`src/rtl/reaction_pkg.sv`:
```
// Shared types and constants for the multi-player reaction timer.
// Holds the state and player-status encodings plus LFSR and BCD helpers.
package reaction_pkg;

    typedef enum logic [1:0] {
        ST_IDLE  = 2'd0,
        ST_WAIT  = 2'd1,
        ST_REACT = 2'd2,
        ST_DONE  = 2'd3
    } state_e;

    typedef enum logic [1:0] {
        PL_PENDING = 2'd0,
        PL_DONE    = 2'd1,
        PL_CHEAT   = 2'd2,
        PL_TIMEOUT = 2'd3
    } pstat_e;

    localparam logic [15:0] LFSR_SEED = 16'hACE1;
    // Taps 16,14,13,11 as zero-based bit positions 15,13,12,10.
    localparam logic [15:0] LFSR_TAPS = 16'hB400;

    function automatic logic [15:0] lfsr_next(input logic [15:0] v);
        return {v[14:0], ^(v & LFSR_TAPS)};
    endfunction

    function automatic logic [31:0] to_bcd(input int unsigned v);
        logic [31:0] r;
        int unsigned x;
        r = '0;
        x = v;
        for (int i = 0; i < 8; i++) begin
            r[4*i +: 4] = 4'(x % 10);
            x = x / 10;
        end
        return r;
    endfunction

endpackage

```
`src/rtl/bcd_ms_counter.sv`:
```
// Millisecond prescaler feeding a DIGITS-wide BCD up-counter.
// Synchronous clear wins over enable; the count holds once every digit is 9.
module bcd_ms_counter #(
    parameter int CLK_HZ = 100_000_000,
    parameter int DIGITS = 4
) (
    input  logic                clk,
    input  logic                rst_n,
    input  logic                clr_i,
    input  logic                en_i,
    output logic                tick_o,
    output logic [4*DIGITS-1:0] count_o
);
    localparam int DIV = CLK_HZ / 1000;
    localparam int PW  = (DIV > 1) ? $clog2(DIV) : 1;
    localparam logic [PW-1:0]       PRE_LAST  = PW'(DIV - 1);
    localparam logic [4*DIGITS-1:0] ALL_NINES = {DIGITS{4'h9}};

    logic [PW-1:0]       pre_q, pre_d;
    logic [4*DIGITS-1:0] cnt_q, cnt_d;
    logic                carry;

    assign tick_o  = en_i && (pre_q == PRE_LAST);
    assign count_o = cnt_q;

    always_comb begin
        pre_d = pre_q;
        cnt_d = cnt_q;
        carry = 1'b1;
        if (clr_i) begin
            pre_d = '0;
            cnt_d = '0;
        end else if (en_i) begin
            pre_d = tick_o ? '0 : pre_q + 1'b1;
            if (tick_o && (cnt_q != ALL_NINES)) begin
                for (int i = 0; i < DIGITS; i++) begin
                    if (carry) begin
                        if (cnt_q[4*i +: 4] == 4'd9) begin
                            cnt_d[4*i +: 4] = 4'd0;
                        end else begin
                            cnt_d[4*i +: 4] = cnt_q[4*i +: 4] + 4'd1;
                            carry = 1'b0;
                        end
                    end
                end
            end
        end
    end

    always_ff @(posedge clk or negedge rst_n) begin
        if (!rst_n) begin
            pre_q <= '0;
            cnt_q <= '0;
        end else begin
            pre_q <= pre_d;
            cnt_q <= cnt_d;
        end
    end

endmodule

```
`src/rtl/multi_reaction_timer.sv`:
```
// Multi-player reaction timer: random wait, stimulus light, per-player BCD
// reaction capture, tie-aware winner vector and best-time-since-reset.
module multi_reaction_timer
    import reaction_pkg::*;
#(
    parameter int CLK_HZ         = 100_000_000,
    parameter int PLAYERS        = 2,
    parameter int DIGITS         = 4,
    parameter int MIN_WAIT_MS    = 1000,
    parameter int WAIT_SPAN_LOG2 = 11,
    parameter int TIMEOUT_MS     = 1000
) (
    input  logic                          CLK100MHZ,
    input  logic                          CPU_RESETN,
    input  logic                          start,
    input  logic                          clear,
    input  logic [PLAYERS-1:0]            react,
    output logic [1:0]                    state,
    output logic                          stim,
    output logic [PLAYERS*4*DIGITS-1:0]   time_bcd,
    output logic [2*PLAYERS-1:0]          status,
    output logic [PLAYERS-1:0]            winner,
    output logic [4*DIGITS-1:0]           best_bcd,
    output logic                          best_valid
);
    localparam int TW = 4 * DIGITS;
    localparam int WW = $clog2(MIN_WAIT_MS + 2**WAIT_SPAN_LOG2) + 1;
    localparam logic [31:0]   TIMEOUT_BCD32 = to_bcd(TIMEOUT_MS);
    localparam logic [TW-1:0] TIMEOUT_BCD   = TIMEOUT_BCD32[TW-1:0];

    state_e             state_q, state_d;
    logic [15:0]        lfsr_q;
    logic [WW-1:0]      wait_q, wait_d;
    logic               start_q, start_edge_q, clear_q, clear_edge_q;
    logic [PLAYERS-1:0] react_q, react_edge_q;
    logic [TW-1:0]      time_q [PLAYERS];
    logic [TW-1:0]      time_d [PLAYERS];
    pstat_e             status_q [PLAYERS];
    pstat_e             status_d [PLAYERS];
    logic [PLAYERS-1:0] winner_q, win_d;
    logic [TW-1:0]      best_q, min_t;
    logic               best_valid_q, stim_q, min_found;
    logic               all_cheat, any_pending, enter_done;
    logic               cnt_clr, cnt_en, tick;
    logic [TW-1:0]      count;

    // The counter restarts on every entry into a timed state.
    assign cnt_clr    = (state_d != state_q) && (state_d == ST_WAIT || state_d == ST_REACT);
    assign cnt_en     = (state_q == ST_WAIT) || (state_q == ST_REACT);
    assign enter_done = (state_q != ST_DONE) && (state_d == ST_DONE);

    bcd_ms_counter #(.CLK_HZ(CLK_HZ), .DIGITS(DIGITS)) u_ms (
        .clk     (CLK100MHZ),
        .rst_n   (CPU_RESETN),
        .clr_i   (cnt_clr),
        .en_i    (cnt_en),
        .tick_o  (tick),
        .count_o (count)
    );

    always_comb begin
        state_d     = state_q;
        wait_d      = wait_q;
        time_d      = time_q;
        status_d    = status_q;
        all_cheat   = 1'b1;
        any_pending = 1'b0;
        case (state_q)
            ST_IDLE: begin
                if (start_edge_q) begin
                    state_d = ST_WAIT;
                    wait_d  = WW'(MIN_WAIT_MS) + WW'(lfsr_q[WAIT_SPAN_LOG2-1:0]);
                    for (int p = 0; p < PLAYERS; p++) begin
                        time_d[p]   = '0;
                        status_d[p] = PL_PENDING;
                    end
                end
            end
            ST_WAIT: begin
                for (int p = 0; p < PLAYERS; p++) begin
                    if (react_edge_q[p] && status_q[p] == PL_PENDING) begin
                        status_d[p] = PL_CHEAT;
                        time_d[p]   = '0;
                    end
                    if (status_d[p] != PL_CHEAT) all_cheat = 1'b0;
                end
                if (all_cheat)           state_d = ST_DONE;
                else if (wait_q == '0)   state_d = ST_REACT;
                else if (tick)           wait_d  = wait_q - 1'b1;
            end
            ST_REACT: begin
                for (int p = 0; p < PLAYERS; p++) begin
                    if (react_edge_q[p] && status_q[p] == PL_PENDING) begin
                        status_d[p] = PL_DONE;
                        time_d[p]   = count;
                    end
                    if (status_d[p] == PL_PENDING) any_pending = 1'b1;
                end
                if (!any_pending) begin
                    state_d = ST_DONE;
                end else if (count == TIMEOUT_BCD) begin
                    // Presses landing on the timeout cycle were already recorded above.
                    state_d = ST_DONE;
                    for (int p = 0; p < PLAYERS; p++) begin
                        if (status_d[p] == PL_PENDING) begin
                            status_d[p] = PL_TIMEOUT;
                            time_d[p]   = TIMEOUT_BCD;
                        end
                    end
                end
            end
            ST_DONE: begin
                if (clear_edge_q) state_d = ST_IDLE;
            end
            default: state_d = ST_IDLE;
        endcase
    end

    // BCD digit order matches numeric order, so plain compares find the minimum.
    always_comb begin
        min_found = 1'b0;
        min_t     = '1;
        win_d     = '0;
        for (int p = 0; p < PLAYERS; p++) begin
            if (status_d[p] == PL_DONE && (!min_found || time_d[p] < min_t)) begin
                min_found = 1'b1;
                min_t     = time_d[p];
            end
        end
        for (int p = 0; p < PLAYERS; p++) begin
            if (status_d[p] == PL_DONE && time_d[p] == min_t) win_d[p] = 1'b1;
        end
    end

    always_ff @(posedge CLK100MHZ or negedge CPU_RESETN) begin
        if (!CPU_RESETN) begin
            state_q      <= ST_IDLE;
            lfsr_q       <= LFSR_SEED;
            wait_q       <= '0;
            start_q      <= 1'b0;
            start_edge_q <= 1'b0;
            clear_q      <= 1'b0;
            clear_edge_q <= 1'b0;
            react_q      <= '0;
            react_edge_q <= '0;
            winner_q     <= '0;
            best_q       <= '0;
            best_valid_q <= 1'b0;
            stim_q       <= 1'b0;
            for (int p = 0; p < PLAYERS; p++) begin
                time_q[p]   <= '0;
                status_q[p] <= PL_PENDING;
            end
        end else begin
            state_q      <= state_d;
            lfsr_q       <= lfsr_next(lfsr_q);
            wait_q       <= wait_d;
            start_q      <= start;
            start_edge_q <= start & ~start_q;
            clear_q      <= clear;
            clear_edge_q <= clear & ~clear_q;
            react_q      <= react;
            react_edge_q <= react & ~react_q;
            stim_q       <= (state_d == ST_REACT);
            time_q       <= time_d;
            status_q     <= status_d;
            if (enter_done) begin
                winner_q <= win_d;
                if (min_found && (!best_valid_q || min_t < best_q)) begin
                    best_q       <= min_t;
                    best_valid_q <= 1'b1;
                end
            end else if (state_q == ST_IDLE && state_d == ST_WAIT) begin
                winner_q <= '0;
            end
        end
    end

    generate
        for (genvar gi = 0; gi < PLAYERS; gi++) begin : g_pack
            assign time_bcd[gi*TW +: TW] = time_q[gi];
            assign status[2*gi +: 2]     = status_q[gi];
        end
    endgenerate

    assign state      = state_q;
    assign stim       = stim_q;
    assign winner     = winner_q;
    assign best_bcd   = best_q;
    assign best_valid = best_valid_q;

endmodule

```
`config.mk`:
```
export PLATFORM = sky130hd
export DESIGN_NAME = multi_reaction_timer
export DESIGN_NICKNAME = d
export VERILOG_FILES = /design/src/rtl/reaction_pkg.sv /design/src/rtl/bcd_ms_counter.sv /design/src/rtl/multi_reaction_timer.sv
export SDC_FILE = /design/constraint.sdc
export NUM_CORES = 1
export LEC_CHECK = 0
export ABC_CLOCK_PERIOD_IN_PS = 8340
export CAP_MARGIN = 20
export CORE_UTILIZATION = 55
export DETAILED_ROUTE_END_ITERATION = 16
export GPL_TIMING_DRIVEN = 1
export PLACE_DENSITY = 0.72
export REMOVE_ABC_BUFFERS = 1
export SYNTH_ARGS = -nofsm -noshare
export SYNTH_HDL_FRONTEND = slang
export SYNTH_HIERARCHICAL = 1
export SYNTH_SLANG_ARGS = --single-unit
```
`constraint.sdc`:
```
create_clock -name CLK100MHZ -period 8.34 [get_ports CLK100MHZ]
set_input_delay 1.251 -clock CLK100MHZ [delete_from_list [all_inputs] [get_ports CLK100MHZ]]
set_output_delay 1.251 -clock CLK100MHZ [all_outputs]
set_load 0.05 [all_outputs]
```
==> impl_results.rst, run 1 <==
.. list-table::
   :header-rows: 1

   * - Metric
     - Value
   * - Result of the run
     - complete, no violations
   * - Worst Setup End Kind
     - register
   * - Setup Skew
     - around 0.010 ns
   * - Via count of the first global-routing pass
     - 6391
   * - Top-Level Pins
     - 64
   * - Critical path class
     - register to register
   * - Total track usage
     - 30.2%
   * - Lkg Pwr
     - 0.00411 uW
   * - Highest ir drop seen on vdd
     - 0.000173 V
   * - Clock-pin slew of the registers on the worst-case setup and hold paths
     - 0.07 ns
   * - Synthesized area divided by synthesized cell count
     - approximately 9.8 sq um
   * - FF/Latch Area
     - 3210 sq um
   * - Pin count of the biggest net entering global routing
     - 68
   * - Number of buffers inserted by port buffering
     - 63
   * - Root buf cell
     - clkbuf_16
   * - Number of antenna violations at the first check in global routing
     - 0
   * - Share of async-settable or async-resettable flops after synthesis
     - 100%
   * - Global route overflow
     - 0
   * - Antenna diode instance count
     - 0
   * - Data required, critical path
     - 8.64 ns
   * - Number of filler cells placed in the layout
     - 1135
   * - Overall die area
     - 14700 sq um
   * - DRC Markers
     - 0
   * - Initial drt markers
     - 765
   * - Area used by multi-input combinational logic
     - 4230 sq um
   * - Core region area
     - 13900 sq um
   * - Worst slew pin tran
     - 1.05 ns
   * - Share of the cycle needed by the critical path after routing
     - between 90% and 100%
   * - Floorplan die width
     - roughly 120 microns
   * - Routed metal-1 wire length
     - 10.2 mm
   * - DRT antenna net count
     - 0
   * - WP data arrival
     - 8.00 ns
   * - Maxcap violations
     - 0
   * - Setup fix buffers added after clock tree synthesis
     - 0
   * - Vias
     - 6689
   * - HPWL reported at the end of detailed placement
     - 15.2 mm
   * - Hold buffer count at CTS
     - 0
   * - Timing-limited maximum frequency
     - 130 MHz
   * - Post-route design area
     - approximately 9000 sq um
   * - Rows
     - 43
   * - Starting utilization of the core area
     - 56.4%
   * - Synthesis-to-layout area growth
     - 17.0%
   * - Synthesized flop and latch total
     - between 100 and 150
   * - Clock insertion delay at the later pin of the skew report
     - ~0.43 ns
   * - Wire length per cell
     - 20.1 microns
   * - Routability cong.
     - between 0.9 and 1
   * - CTS max path bufs
     - 2
   * - Synth Warn #
     - 6
   * - Most instantiated flip-flop cell in the synthesis netlist
     - dfrtp_1
   * - First-pass iteration count of the detailed router
     - 5
   * - Total detailed-routing wirelength
     - between 20 and 25 mm
   * - Share of cells above drive strength 1
     - 10.2%
   * - Headroom to the max-slew limit
     - 29.1%
   * - Number of failing hold endpoints at the final stage
     - 0
   * - Number of nets at the end of the flow
     - 910
   * - Most frequent cells in the layout
     - 120 x dfrtp_1, 62 x clkdlybuf4s50_1, 54 x inv_1, 49 x nor2_1, 48 x ha_1
   * - Die height
     - 121 microns
   * - Inserted Clock Buffers
     - 17
   * - Via count normalized by instance count
     - 6.38
   * - Number of gates given a new drive strength after cts
     - 0
   * - Post-synth EDFFs
     - 0
   * - Final setup TNS
     - 0 ns
   * - Met3 layer wire length in the routed design
     - roughly 1.5 mm
   * - Commonest non-fill, non-tap cell in the layout
     - dfrtp_1
   * - Slew Viols, Final
     - 0
   * - Post-Synthesis Cells
     - 796
   * - Count of different cell masters after synthesis
     - 86
   * - CTS tree
     - done
   * - Pwr Density
     - 277 nW/um^2
   * - Largest fanout of any net on the critical path
     - 21
   * - Kind of launch point of the worst setup path
     - register
   * - Uppermost layer routed
     - met4
   * - Clock sink total
     - 128
   * - Global-route wire length before repair
     - ~34 mm
   * - Count of H-tree levels built during CTS
     - 4
   * - Setup repair after global routing missed its margin
     - no
   * - Final setup violation count
     - 0
   * - Path class of the lowest-slack min-delay path
     - register to register
   * - Share of synthesized area occupied by flip-flops and latches
     - 41.0%
   * - Shortest clock period the worst path allows after layout
     - approximately 7.7 ns
   * - Area post-placement
     - around 8600 sq um
   * - Amount of wire on met2 after detailed routing
     - just over 9 mm
   * - Total standard cell area after synthesis
     - 7830 sq um
## per-stage QoR
step	util (%)	power, uW	hold slack, ns	cells	setup slack, ns
after CTS	66.0	2530	0.364	1049	0.808
after floorplan	-	1470	0.333	763	1.29
final	66.0	2540	0.358	1049	0.634
after global routing	66.0	2680	0.367	1049	0.282
after detailed placement	61.8	1790	0.340	1017	0.849
after global placement	61.8	1770	0.340	1017	1.04
## flip-flops by register name (all words and copies together) (netlist names), 4 cells and up
register and count:
u_ms/count_o 16, status 4, time_bcd 32, u_ms/pre_q 17, wait_q 13, best_bcd 16
lfsr_q 16
## path summary, 6_finish.rpt
check	cells past startpoint	slack (ns)	from	end
worst max-delay path	24	0.63	state[1]	best_bcd[13]
worst min-delay path	0	0.36	lfsr_q[14]	lfsr_q[15]
worst max register to register	24	0.63	state[1]	best_bcd[13]
worst min register to register	0	0.36	lfsr_q[14]	lfsr_q[15]
max in group asynchronous	2	6.08	CPU_RESETN	time_bcd[22]
min in group asynchronous	1	0.91	CPU_RESETN	lfsr_q[3]
## worst max-delay path, stage by stage (launching register included)
cell and delay [ns]:
dfrtp_1 0.49, inv_1 0.14, ha_1 0.47, or2_2 0.44
a211o_1 0.35, o21a_1 0.39, a22oi_1 0.44, inv_1 0.14
ha_1 0.33, a21o_1 0.16, a21o_1 0.18, a221o_1 0.33
a41o_1 0.22, o31ai_1 0.28, and2_1 0.43, buf_4 0.30
mux2i_1 0.51, ha_1 0.33, o211ai_1 0.19, nor3_1 0.10
a21oi_1 0.15, nand3_1 0.11, a21oi_2 0.46, buf_4 0.27
mux2_1 0.34
## Yosys cell counts (6+ instances only)
cell	count	share of area [%]
a21o_1	13	1.2
inv_1	54	2.6
clkbuf_1	14	0.67
o211ai_1	10	0.96
nor2_1	49	2.3
and3_1	6	0.48
dfrtp_1	120	38
nor3b_1	8	0.77
mux2_1	7	1.0
buf_2	6	0.38
or3_1	13	1.0
nand2_1	41	2.0
a22oi_1	10	0.96
ha_1	48	7.7
a22o_1	14	1.6
mux2_2	15	2.2
buf_6	6	0.86
o21ai_0	24	1.5
nor3_1	15	0.96
a21oi_1	44	2.8
xor2_1	18	2.0
nor2b_1	9	0.72
mux2i_1	15	1.9
dfstp_2	8	2.7
o31ai_1	9	0.86
nor4_1	17	1.4
o32ai_1	6	0.67
nand4_1	11	0.88
a221o_1	7	0.89
xnor2_1	21	2.3
o22ai_1	15	1.2
or4_1	7	0.67
nand3_1	29	1.9
## metal layers
metal / track usage, % / vias to the layer above
met5: 0 / -
met4: 8.10 / 0
met3: 5.36 / 24
met2: 44.3 / 288
met1: 45.3 / 3272
li1: - / 3105
## report_power, final
| group | internal (uW) | total (uW) | switching (uW) |
|---|---|---|---|
| Clock | 432 | 732 | 300 |
| Sequential | 695 | 774 | 78.4 |
| Combinational | 353 | 1030 | 681 |
## kinds of logic (layout without fill, tap and decap cells)
family / after synthesis / count (layout) / share of synthesized area (%)
XOR/XNOR: 39 / 39 / 4.36
buffers and inverters: 88 / 161 / 5.00
adder cells (fa/ha/maj): 48 / 48 / 7.67
flip-flops: 128 / 128 / 41.0
multiplexers: 37 / 37 / 5.08
AND/OR/NAND/NOR: 253 / 253 / 18.2
AO/OA/AOI/OAI: 203 / 203 / 18.7
## final cells by class
| cell class | instances | share of cell area [%] |
|---|---|---|
| multi-input cells | 580 | 46.1 |
| repair buffers | 74 | 7.76 |
| clock buffers | 19 | 4.94 |
| well taps | 180 | 2.46 |
| inverters | 55 | 2.25 |
| clock inverters | 13 | 1.42 |
| flip-flops and latches | 128 | 35.1 |
No activity file was read; power rests on OpenSTA's default activity.
==> run 2: changes to the inputs <==
--- a/config.mk
+++ b/config.mk
@@ -5,8 +5,8 @@
 export SDC_FILE = /design/constraint.sdc
 export NUM_CORES = 1
 export LEC_CHECK = 0
-export ABC_CLOCK_PERIOD_IN_PS = 8340
 export CAP_MARGIN = 20
+export CORE_ASPECT_RATIO = 1.5
 export CORE_UTILIZATION = 55
 export DETAILED_ROUTE_END_ITERATION = 16
 export GPL_TIMING_DRIVEN = 1
==> impl_results.rst, run 2 (synthesis results as in run 1) <==
.. list-table::
   :header-rows: 1

   * - Metric
     - Value
   * - Result of the run
     - complete, no violations
   * - DRT antenna net count
     - 0
   * - Post-layout instance count excluding filler cells
     - 1034
   * - Highest ir drop seen on vdd
     - 0.000164 V
   * - Hold Path Cell Cnt
     - 0
   * - Post-Place Cells
     - roughly 1000
   * - Floorplan die width
     - 99.4 microns
   * - Hold Path Sink
     - lfsr_q[15]
   * - Number of cells on the worst reg-to-reg path
     - 26
   * - Share of cells above drive strength 1
     - 10.1%
   * - Antenna diode instance count
     - 0
   * - Flop-to-flop setup slack
     - around 0.67 ns
   * - Number of gates given a new drive strength after cts
     - 0
   * - Area post-placement
     - 8560 sq um
   * - Worst reg2reg path endpoint
     - best_bcd[3]
   * - Category of cells accounting for the largest share of critical-path delay
     - compound AO/OA/AOI/OAI gates
   * - Commonest non-fill, non-tap cell in the layout
     - dfrtp_1
   * - Die height
     - between 100 and 150 microns
   * - Worst Setup End Kind
     - register
   * - Hold buffer count at CTS
     - 0
   * - Clock sink total
     - 128
   * - Root buf cell
     - clkbuf_16
   * - Clock-pin slew of the registers on the worst-case setup and hold paths
     - 0.06 ns
   * - Number of flip-flops in the largest register
     - 32
   * - HPWL reported at the end of detailed placement
     - 15.6 mm
   * - Final setup TNS
     - 0 ns
   * - Sum of buffers and inverters on the critical path
     - 4
   * - Global route overflow
     - 0
   * - Delay of the slowest critical-path stage
     - 0.61 ns
   * - Critical path class
     - register to register
   * - Maxcap violations
     - 0
   * - Setup repair after global routing missed its margin
     - no
   * - Headroom to the max-slew limit
     - 25.0%
   * - Clock insertion delay at the later pin of the skew report
     - 0.42 ns
   * - Wire length per cell
     - 20.9 microns
   * - Setup fix buffers added after clock tree synthesis
     - 0
   * - Total track usage
     - around 31%
   * - Number of buffers inserted by port buffering
     - 63
   * - Lkg Pwr
     - 0.00413 uW
   * - Post-route worst hold slack
     - roughly 0.35 ns
   * - Kind of launch point of the worst setup path
     - register
   * - Total detailed-routing wirelength
     - roughly 22 mm
   * - Number of antenna violations at the first check in global routing
     - 0
   * - Initial drt markers
     - 461
   * - Worst slew pin tran
     - 1.11 ns
   * - CTS tree
     - done
   * - Routability cong.
     - 0.958
   * - Launching point of the worst reg2reg path
     - state[1]
   * - Most frequent cells in the layout
     - 120 x dfrtp_1, 62 x clkdlybuf4s50_1, 54 x inv_1, 49 x nor2_1, 48 x ha_1
   * - Vias
     - 6703
   * - Number of failing hold endpoints at the final stage
     - 0
   * - Overall die area
     - approximately 15000 sq um
   * - Worst setup slack after layout
     - 0.668 ns
   * - Via count normalized by instance count
     - 6.48
   * - Setup Skew
     - 0.00985 ns
   * - Via count of the first global-routing pass
     - 6614
   * - Pwr Density
     - 283 nW/um^2
   * - Starting utilization of the core area
     - a little under three fifths
   * - Critical hold path startpoint
     - lfsr_q[14]
   * - Slowest stage cell, crit path
     - a22oi_1
   * - DRC Markers
     - 0
   * - Top-Level Pins
     - 64
   * - Inserted Clock Buffers
     - 17
   * - Share of the cycle needed by the critical path after routing
     - around nine tenths
   * - Data required, critical path
     - 8.64 ns
   * - Critical Path Most Common Cell
     - a21o_1
   * - Post-route design area
     - roughly 9000 sq um
   * - First-pass iteration count of the detailed router
     - 5
   * - Global-route wire length before repair
     - 34.7 mm
   * - Timing-limited maximum frequency
     - approximately 130 MHz
   * - Count of H-tree levels built during CTS
     - 4
   * - Pin count of the biggest net entering global routing
     - 66
   * - Largest fanout of any net on the critical path
     - 21
   * - Slew Viols, Final
     - 0
   * - Number of filler cells placed in the layout
     - 1137
   * - Core region area
     - 13900 sq um
   * - Final setup violation count
     - 0
   * - Path class of the lowest-slack min-delay path
     - register to register
   * - Pre-CTS setup slack
     - 0.853 ns
   * - WP data arrival
     - 7.98 ns
   * - CTS max path bufs
     - 2
   * - Synthesis-to-layout area growth
     - 17.4%
   * - Shortest clock period the worst path allows after layout
     - 7.67 ns
   * - Rows
     - 53
   * - Number of nets at the end of the flow
     - 910
## run 2: changes by cell type in the layout (fill, tap and decap cells not counted), sizes merged
cell / previous run / this run
bufinv: 1 / 4
clkinv: 6 / 7
clkinvlp: 2 / 1
inv: 59 / 56
## run 2: power by group
part	leakage (uW)	internal [uW]	total [uW]	switching, uW
sequential	0.00171	695	772	76.3
clock	0.000307	509	797	288
combinational	0.00212	354	1030	678
total	0.00413	1560	2600	1040
## run 2: per-layer routing
layer,vias up,track usage [%],part of all wire [%]
met5,-,0,0
met4,0,12.9,3.5
met3,56,5.59,5.0
met2,233,52.4,51
met1,3325,38.1,41
li1,3089,-,-
## run 2: cell type report
cell class	count	area [sq um]	share of cell area, %
Multi-Input combinational cell	580	4230	46.0
Sequential cell	128	3210	35.0
Timing Repair Buffer	74	711	7.73
Clock buffer	19	443	4.82
Inverter	55	206	2.25
Tap cell	165	206	2.25
Clock inverter	13	186	2.03
## run 2: worst register-to-register path: stages, from the launching register on
cell and delay (ns):
dfrtp_1 0.49, inv_1 0.13, ha_1 0.48, or2_2 0.45, a211o_1 0.36, o21a_1 0.39, a22oi_1 0.62, inv_1 0.20
ha_1 0.35, a21o_1 0.15, a21o_1 0.17, a221o_1 0.38, a41o_1 0.26, o31ai_1 0.28, and2_1 0.51, buf_4 0.24
mux2i_1 0.34, ha_1 0.32, a21o_1 0.16, a21o_1 0.17, a21oi_1 0.13, o21ai_0 0.09, nand2_1 0.07, nand3_1 0.08
a21oi_2 0.11, buf_4 0.25, mux2_2 0.37
## run 2: worst max-delay path by stage
stage,start,endpoint,cells past startpoint
after CTS,state[1],best_bcd[3],26
final,state[1],best_bcd[3],26
after floorplan,state[1],best_bcd[10],24
after global placement,state[1],best_bcd[6],26
after detailed placement,state[1],best_bcd[3],26
after global routing,state[1],best_bcd[10],26
## run 2: through the flow
step | util [%] | power (uW)
floorplan | - | 1470
global placement | 61.5 | 1760
detailed placement | 61.5 | 1800
CTS | 66.0 | 2600
global route | 66.0 | 2750
finish | 66.0 | 2600
==> run 3: changes to the inputs <==
--- a/config.mk
+++ b/config.mk
@@ -16,3 +16,4 @@
 export SYNTH_HDL_FRONTEND = slang
 export SYNTH_HIERARCHICAL = 1
 export SYNTH_SLANG_ARGS = --single-unit
+export TNS_END_PERCENT = 10
==> results of run 3 <==
Same layout as run 2: the final DEF is identical, and so are final timing and power.
